## src/rtl/serial_parity_tx_pkg.sv

```systemverilog
// Shared types and constants for the serial parity transmitter.
// The optional break feature is enabled by defining SERIAL_TX_BREAK_EN.
package serial_parity_tx_pkg;

  typedef enum logic [2:0] {
    IDLE   = 3'd0,
    START  = 3'd1,
    DATA   = 3'd2,
    PARITY = 3'd3,
    STOP   = 3'd4
  } state_t;

  localparam int FRAME_DATA_BITS = 8;

  // Parity-select encoding for the EVENP parameter.
  localparam bit PARITY_EVEN = 1'b1;
  localparam bit PARITY_ODD  = 1'b0;

endpackage

```

## src/rtl/serial_parity_tx_if.sv

```systemverilog
// Byte handshake plus serial line bundle for serial_parity_tx.
// With SERIAL_TX_BREAK_EN defined the bundle also carries the brk request.
interface serial_parity_tx_if;
  import serial_parity_tx_pkg::*;

  logic [FRAME_DATA_BITS-1:0] data_in;
  logic                       valid;
  logic                       ready;
  logic                       tx;
  logic                       busy;
  logic                       done;
`ifdef SERIAL_TX_BREAK_EN
  logic                       brk;

  modport master (output data_in, valid, brk, input ready, tx, busy, done);
  modport slave  (input data_in, valid, brk, output ready, tx, busy, done);
`else
  modport master (output data_in, valid, input ready, tx, busy, done);
  modport slave  (input data_in, valid, output ready, tx, busy, done);
`endif

endinterface

```

## src/rtl/serial_parity_tx_bit_timer.sv

```systemverilog
// Bit-period counter: counts 0..CLKS_PER_BIT-1 while not cleared, tick on terminal count.
// Shared by all builds (SERIAL_TX_BREAK_EN does not affect this block).
module serial_parity_tx_bit_timer #(
  parameter int CLKS_PER_BIT = 4
) (
  input  logic clk,
  input  logic rst_n,
  input  logic clear,
  output logic tick
);

  localparam int TW = (CLKS_PER_BIT > 1) ? $clog2(CLKS_PER_BIT) : 1;
  localparam logic [TW-1:0] TERMINAL = TW'(CLKS_PER_BIT - 1);

  logic [TW-1:0] count_reg;
  logic [TW-1:0] count_next;

  assign tick = !clear && (count_reg == TERMINAL);

  always_comb begin
    count_next = count_reg + TW'(1);
    if (clear || tick) begin
      count_next = '0;
    end
  end

  always_ff @(posedge clk or negedge rst_n) begin
    if (!rst_n) begin
      count_reg <= '0;
    end else begin
      count_reg <= count_next;
    end
  end

endmodule

```

## src/rtl/serial_parity_tx.sv

```systemverilog
// Byte serializer: start bit, 8 data bits LSB first, parity, STOP_BITS stop bits.
// Defining SERIAL_TX_BREAK_EN adds a brk request that holds the line low while idle.
module serial_parity_tx
  import serial_parity_tx_pkg::*;
#(
  parameter bit EVENP        = PARITY_EVEN,
  parameter int CLKS_PER_BIT = 4,
  parameter int STOP_BITS    = 1
) (
  input logic               clk,
  input logic               rst_n,
  serial_parity_tx_if.slave bus
);

  localparam logic [2:0] LAST_DATA_IDX = 3'(FRAME_DATA_BITS - 1);
  localparam logic       LAST_STOP_IDX = (STOP_BITS == 2) ? 1'b1 : 1'b0;

  state_t                     state_reg, state_next;
  logic [FRAME_DATA_BITS-1:0] shift_reg, shift_next;
  logic                       parity_reg, parity_next;
  logic [2:0]                 bit_idx_reg, bit_idx_next;
  logic                       stop_idx_reg, stop_idx_next;
  logic                       tx_reg, tx_next;
  logic                       done_reg, done_next;
  logic                       brk_reg, brk_next;

  logic tick;
  logic timer_clear;
  logic accept;
  logic brk_req;

`ifdef SERIAL_TX_BREAK_EN
  assign brk_req = bus.brk;
`else
  assign brk_req = 1'b0;
`endif

  assign bus.ready = (state_reg == IDLE) && !brk_reg;
  assign bus.busy  = (state_reg != IDLE);
  assign bus.tx    = tx_reg;
  assign bus.done  = done_reg;

  assign accept      = bus.valid && bus.ready;
  // The timer is held at zero in IDLE so the start bit gets a full period.
  assign timer_clear = (state_reg == IDLE);

  serial_parity_tx_bit_timer #(
    .CLKS_PER_BIT (CLKS_PER_BIT)
  ) u_bit_timer (
    .clk   (clk),
    .rst_n (rst_n),
    .clear (timer_clear),
    .tick  (tick)
  );

  always_comb begin
    state_next    = state_reg;
    shift_next    = shift_reg;
    parity_next   = parity_reg;
    bit_idx_next  = bit_idx_reg;
    stop_idx_next = stop_idx_reg;
    tx_next       = tx_reg;
    done_next     = 1'b0;
    brk_next      = 1'b0;

    unique case (state_reg)
      IDLE: begin
        brk_next = brk_req && !accept;
        tx_next  = !brk_req;
        if (accept) begin
          shift_next  = bus.data_in;
          parity_next = (EVENP == PARITY_EVEN) ? ^bus.data_in : ~^bus.data_in;
          state_next  = START;
          tx_next     = 1'b0;
        end
      end

      START: begin
        if (tick) begin
          state_next   = DATA;
          bit_idx_next = '0;
          tx_next      = shift_reg[0];
        end
      end

      DATA: begin
        if (tick) begin
          if (bit_idx_reg == LAST_DATA_IDX) begin
            state_next = PARITY;
            tx_next    = parity_reg;
          end else begin
            bit_idx_next = bit_idx_reg + 3'd1;
            shift_next   = {1'b0, shift_reg[FRAME_DATA_BITS-1:1]};
            tx_next      = shift_reg[1];
          end
        end
      end

      PARITY: begin
        if (tick) begin
          state_next    = STOP;
          stop_idx_next = 1'b0;
          tx_next       = 1'b1;
        end
      end

      STOP: begin
        tx_next = 1'b1;
        if (tick) begin
          if (stop_idx_reg == LAST_STOP_IDX) begin
            state_next = IDLE;
            done_next  = 1'b1;
          end else begin
            stop_idx_next = 1'b1;
          end
        end
      end

      default: begin
        state_next = IDLE;
        tx_next    = 1'b1;
      end
    endcase
  end

  always_ff @(posedge clk or negedge rst_n) begin
    if (!rst_n) begin
      state_reg    <= IDLE;
      shift_reg    <= '0;
      parity_reg   <= 1'b0;
      bit_idx_reg  <= '0;
      stop_idx_reg <= 1'b0;
      tx_reg       <= 1'b1;
      done_reg     <= 1'b0;
      brk_reg      <= 1'b0;
    end else begin
      state_reg    <= state_next;
      shift_reg    <= shift_next;
      parity_reg   <= parity_next;
      bit_idx_reg  <= bit_idx_next;
      stop_idx_reg <= stop_idx_next;
      tx_reg       <= tx_next;
      done_reg     <= done_next;
      brk_reg      <= brk_next;
    end
  end

endmodule
```

## src/flat_wrapper.sv

```systemverilog
// flat-port wrapper written by rule: the top's interface ports become plain ports
module serial_parity_tx_flat import serial_parity_tx_pkg::*;
#(
  parameter bit EVENP        = PARITY_EVEN,
  parameter int CLKS_PER_BIT = 4,
  parameter int STOP_BITS    = 1
)
  (clk, rst_n, bus_data_in, bus_valid, bus_ready, bus_tx, bus_busy, bus_done);
  serial_parity_tx_if bus_i ();
  input logic clk;
  input logic rst_n;
  input wire logic [$bits(bus_i.data_in)-1:0] bus_data_in;
  input wire logic [$bits(bus_i.valid)-1:0] bus_valid;
  output wire logic [$bits(bus_i.ready)-1:0] bus_ready;
  output wire logic [$bits(bus_i.tx)-1:0] bus_tx;
  output wire logic [$bits(bus_i.busy)-1:0] bus_busy;
  output wire logic [$bits(bus_i.done)-1:0] bus_done;
  assign bus_i.data_in = bus_data_in;
  assign bus_i.valid = bus_valid;
  assign bus_ready = bus_i.ready;
  assign bus_tx = bus_i.tx;
  assign bus_busy = bus_i.busy;
  assign bus_done = bus_i.done;
  serial_parity_tx #(.EVENP(EVENP), .CLKS_PER_BIT(CLKS_PER_BIT), .STOP_BITS(STOP_BITS)) u_core (.clk(clk), .rst_n(rst_n), .bus(bus_i));
endmodule
```

## config.mk

```make
export PLATFORM = sky130hd
export DESIGN_NAME = serial_parity_tx_flat
export DESIGN_NICKNAME = d
export VERILOG_FILES = /design/src/rtl/serial_parity_tx_pkg.sv /design/src/rtl/serial_parity_tx_if.sv /design/src/rtl/serial_parity_tx_bit_timer.sv /design/src/rtl/serial_parity_tx.sv /design/src/flat_wrapper.sv
export SDC_FILE = /design/constraint.sdc
export NUM_CORES = 1
export LEC_CHECK = 0
export CORE_MARGIN = 2
export CORE_UTILIZATION = 52
export DETAILED_ROUTE_END_ITERATION = 12
export PLACE_DENSITY = 0.74
export SLEW_MARGIN = 20
export SYNTH_ARGS = -nofsm -noshare
export SYNTH_HDL_FRONTEND = slang
export SYNTH_HIERARCHICAL = 1
export SYNTH_SLANG_ARGS = --single-unit
```

## constraint.sdc

```tcl
create_clock -name clk -period 2.3 [get_ports clk]
set_input_delay 0.23 -clock clk [delete_from_list [all_inputs] [get_ports clk]]
set_output_delay 0.23 -clock clk [all_outputs]
set_load 0.03 [all_outputs]
```

==> flow_summary.json <==
{
  "status": "complete, no violations",
  "placed_area_um2": 1210,
  "num-fill-cells": 179,
  "start_util": 0.548,
  "syn_area_um2": 1060,
  "p_seq_frac": 0.419,
  "die_y_um": 49.2,
  "slew_headroom": 0.598,
  "hpwl_mm": 1.34,
  "gp_congestion": 0.756,
  "async_flop_share": 1.00,
  "netlist_instances": 96,
  "hold_path.class": "primary input to asynchronous set/reset pin",
  "clockRootBuffer": "clkbuf_4",
  "finalSetupViolations": 0,
  "p_leak_nw": 0.593,
  "power_switching_mw": 0.524,
  "clkTransAtPathRegs_ps": 100,
  "hold_buffers": 0,
  "power.density_nw_per_um2": 1090,
  "grt_use_total": 0.176,
  "fin_ws_ps": 120,
  "yosysTopAreaCell": "dfrtp_1",
  "grt_pass1_vias": 763,
  "cp_data_arrival_time_ps": 1950,
  "ys_types": 35,
  "first_pass_iters": 4,
  "pwr-share-comb": 0.460,
  "maxCapViolations": 0,
  "largest_reg_flops": 8,
  "finClkSkew_ps": 6.50,
  "grt_max_degree": 20,
  "wl_per_cell_um": 12.6,
  "period_share": 0.948,
  "fp.dieArea_um2": 2420,
  "htree_levels": 1,
  "numCtsBuffers": 3,
  "yosys.area.top_type_share": 0.424,
  "final_nets": 127,
  "synth_warnings": 6,
  "synth-simple-area-share": 0.179,
  "power.total_mw": 1.35,
  "synthMuxAreaShare": 0.127,
  "synth-edff-count": 0,
  "cts_resized": 0,
  "grt_overflow_total": 0,
  "fin_crit_ps": 2180,
  "io_pins": 15,
  "endpoint_kind": "primary output",
  "dieWidth_um": 49.2,
  "ys_seq_area_frac": 0.448,
  "drtIter0Drc": 11,
  "avgSynthCellArea_um2": 11.1,
  "vdd_drop_max_uv": 845,
  "worst_pin_slew_ps": 602,
  "rsz0062_at_grt": "no",
  "p_sw_frac": 0.388,
  "drtAntennaViolNets": 0,
  "num_vias": 715,
  "drv_slew": 0,
  "drc": 0,
  "whs_ps": 259,
  "cts_sinks": 19,
  "fin_tns_setup_ps": 0,
  "fin_util": 0.639,
  "post-place-ws_ps": 330,
  "post_cts_buffers": 0,
  "hold_violations": 0,
  "drive_above_1_share": 0.152,
  "clk_latency_ps": 290,
  "syn_to_final_growth_pct": 16.6,
  "synth_area_leaders": "dfrtp_1, mux2i_1, xnor2_1",
  "synth_ff_type": "dfrtp_1",
  "insertedDiodeCount": 0,
  "synth-compound-area-share": 0.0976,
  "fmax_mhz": 459,
  "cp-start-kind": "flop",
  "p_int_mw": 0.827,
  "crit_type": "flop to primary output",
  "postLayoutCellArea_um2": 1240,
  "rows": 16,
  "finalWirelength_mm": 1.75,
  "worstPathMaxFanout": 9,
  "synth_nets": 110,
  "grt_pass1_wl_mm": 3.22,
  "synthXorXnorAreaFrac": 0.0659,
  "worstPathRequired_ps": 2070,
  "dpl.cell_count": 135,
  "ys_seq_elements": 19,
  "synthAdderAreaFrac": 0.0353,
  "clockBufferDepth": 2,
  "clkPwrFrac": 0.121,
  "port_buffers": 14,
  "stdcell_count": 139,
  "cts_tree": "done",
  "antenna_found_initial": 0,
  "vias_per_cell": 5.14,
  "synth_top_family_by_area": "simple AND/OR/NAND/NOR gates",
  "core_area_um2": 1940
}
logic make-up after synthesis:
logic type                 count (synthesis)
AOI/OAI and AO/OA                         16
xor gates and xnor gates                   8
adders and majority gates                  3
buffers and inverters                      6
DFF                                       19
muxes                                     13
and+or+nand+nor                           31
metal layers:
layer  part of all wire  track usage  vias to the layer above  wire [um]
met4             0.0086       0.0857                        0         15
li1                   -            -                      369          -
met3              0.039       0.0307                        2         68
met1               0.45        0.219                      328        783
met5                  0            0                        -          0
met2               0.50        0.293                       16        883
worst paths after layout:
path                            slack, ps                                      start  cells after the start                                         to
worst max-delay path                  120            u_core/state_reg[0]$_DFFE_PN0P_                      2                                  bus_ready
worst min-delay path                  260                                      rst_n                      2          u_core/bit_idx_reg[1]$_DFFE_PN0P_
worst max register to register        330            u_core/state_reg[0]$_DFFE_PN0P_                      5            u_core/shift_reg[2]$_DFFE_PN0P_
worst min register to register        450  u_core/u_bit_timer/count_reg[0]$_DFF_PN0_                      1  u_core/u_bit_timer/count_reg[0]$_DFF_PN0_
max in group asynchronous            1770                                      rst_n                      2                  u_core/bus.tx$_DFFE_PN1P_
min in group clk                      450  u_core/u_bit_timer/count_reg[0]$_DFF_PN0_                      1  u_core/u_bit_timer/count_reg[0]$_DFF_PN0_
power by group through the flow:
| stage | sequential [mW] | combinational (mW) | clock (mW) |
|---|---|---|---|
| after floorplan | 0.548 | 0.525 | 0 |
| after CTS | 0.567 | 0.630 | 0.171 |
| final | 0.566 | 0.622 | 0.163 |
| after global routing | 0.583 | 0.705 | 0.185 |
| after global placement | 0.568 | 0.610 | 0 |
| after detailed placement | 0.573 | 0.630 | 0 |
cells in the mapped netlist (2+ instances only):
cell and instances:
nor3_1 2, dfrtp_1 18, o21ai_0 6, a21oi_1 2
mux2i_1 9, buf_6 3, xnor2_1 7, and3_1 3
o21ai_1 2, mux2_2 4, nand2_1 11, ha_1 3
nor2_1 4
area by class of cell:
| type | count | area [um^2] | area share |
|---|---|---|---|
| clock buffers | 4 | 26.3 | 0.0212 |
| inverters | 1 | 3.75 | 0.00303 |
| multi-input cells | 71 | 537 | 0.433 |
| flip-flops and latches | 19 | 477 | 0.384 |
| well taps | 27 | 33.8 | 0.0272 |
| repair buffers | 17 | 163 | 0.131 |
worst max-delay path, stage by stage (launching register included):
cell and delay (ps):
dfrtp_1 530, nor3_4 400, clkdlybuf4s50_1 740
cells in the final DEF (no fill, tap or decap), types with 2 or more instances in the layout:
master,synthesis,layout
and3_1,3,3
nand2_1,11,11
clkdlybuf4s50_1,0,14
o21ai_0,6,6
ha_1,3,3
nor2_1,4,4
a21oi_1,2,2
o21ai_1,2,2
clkbuf_4,0,3
mux2i_1,9,9
dfrtp_1,18,18
xnor2_1,7,7
mux2_2,4,4
nor3_1,2,2
buf_4,1,3
(Power assumes the default switching activity.)
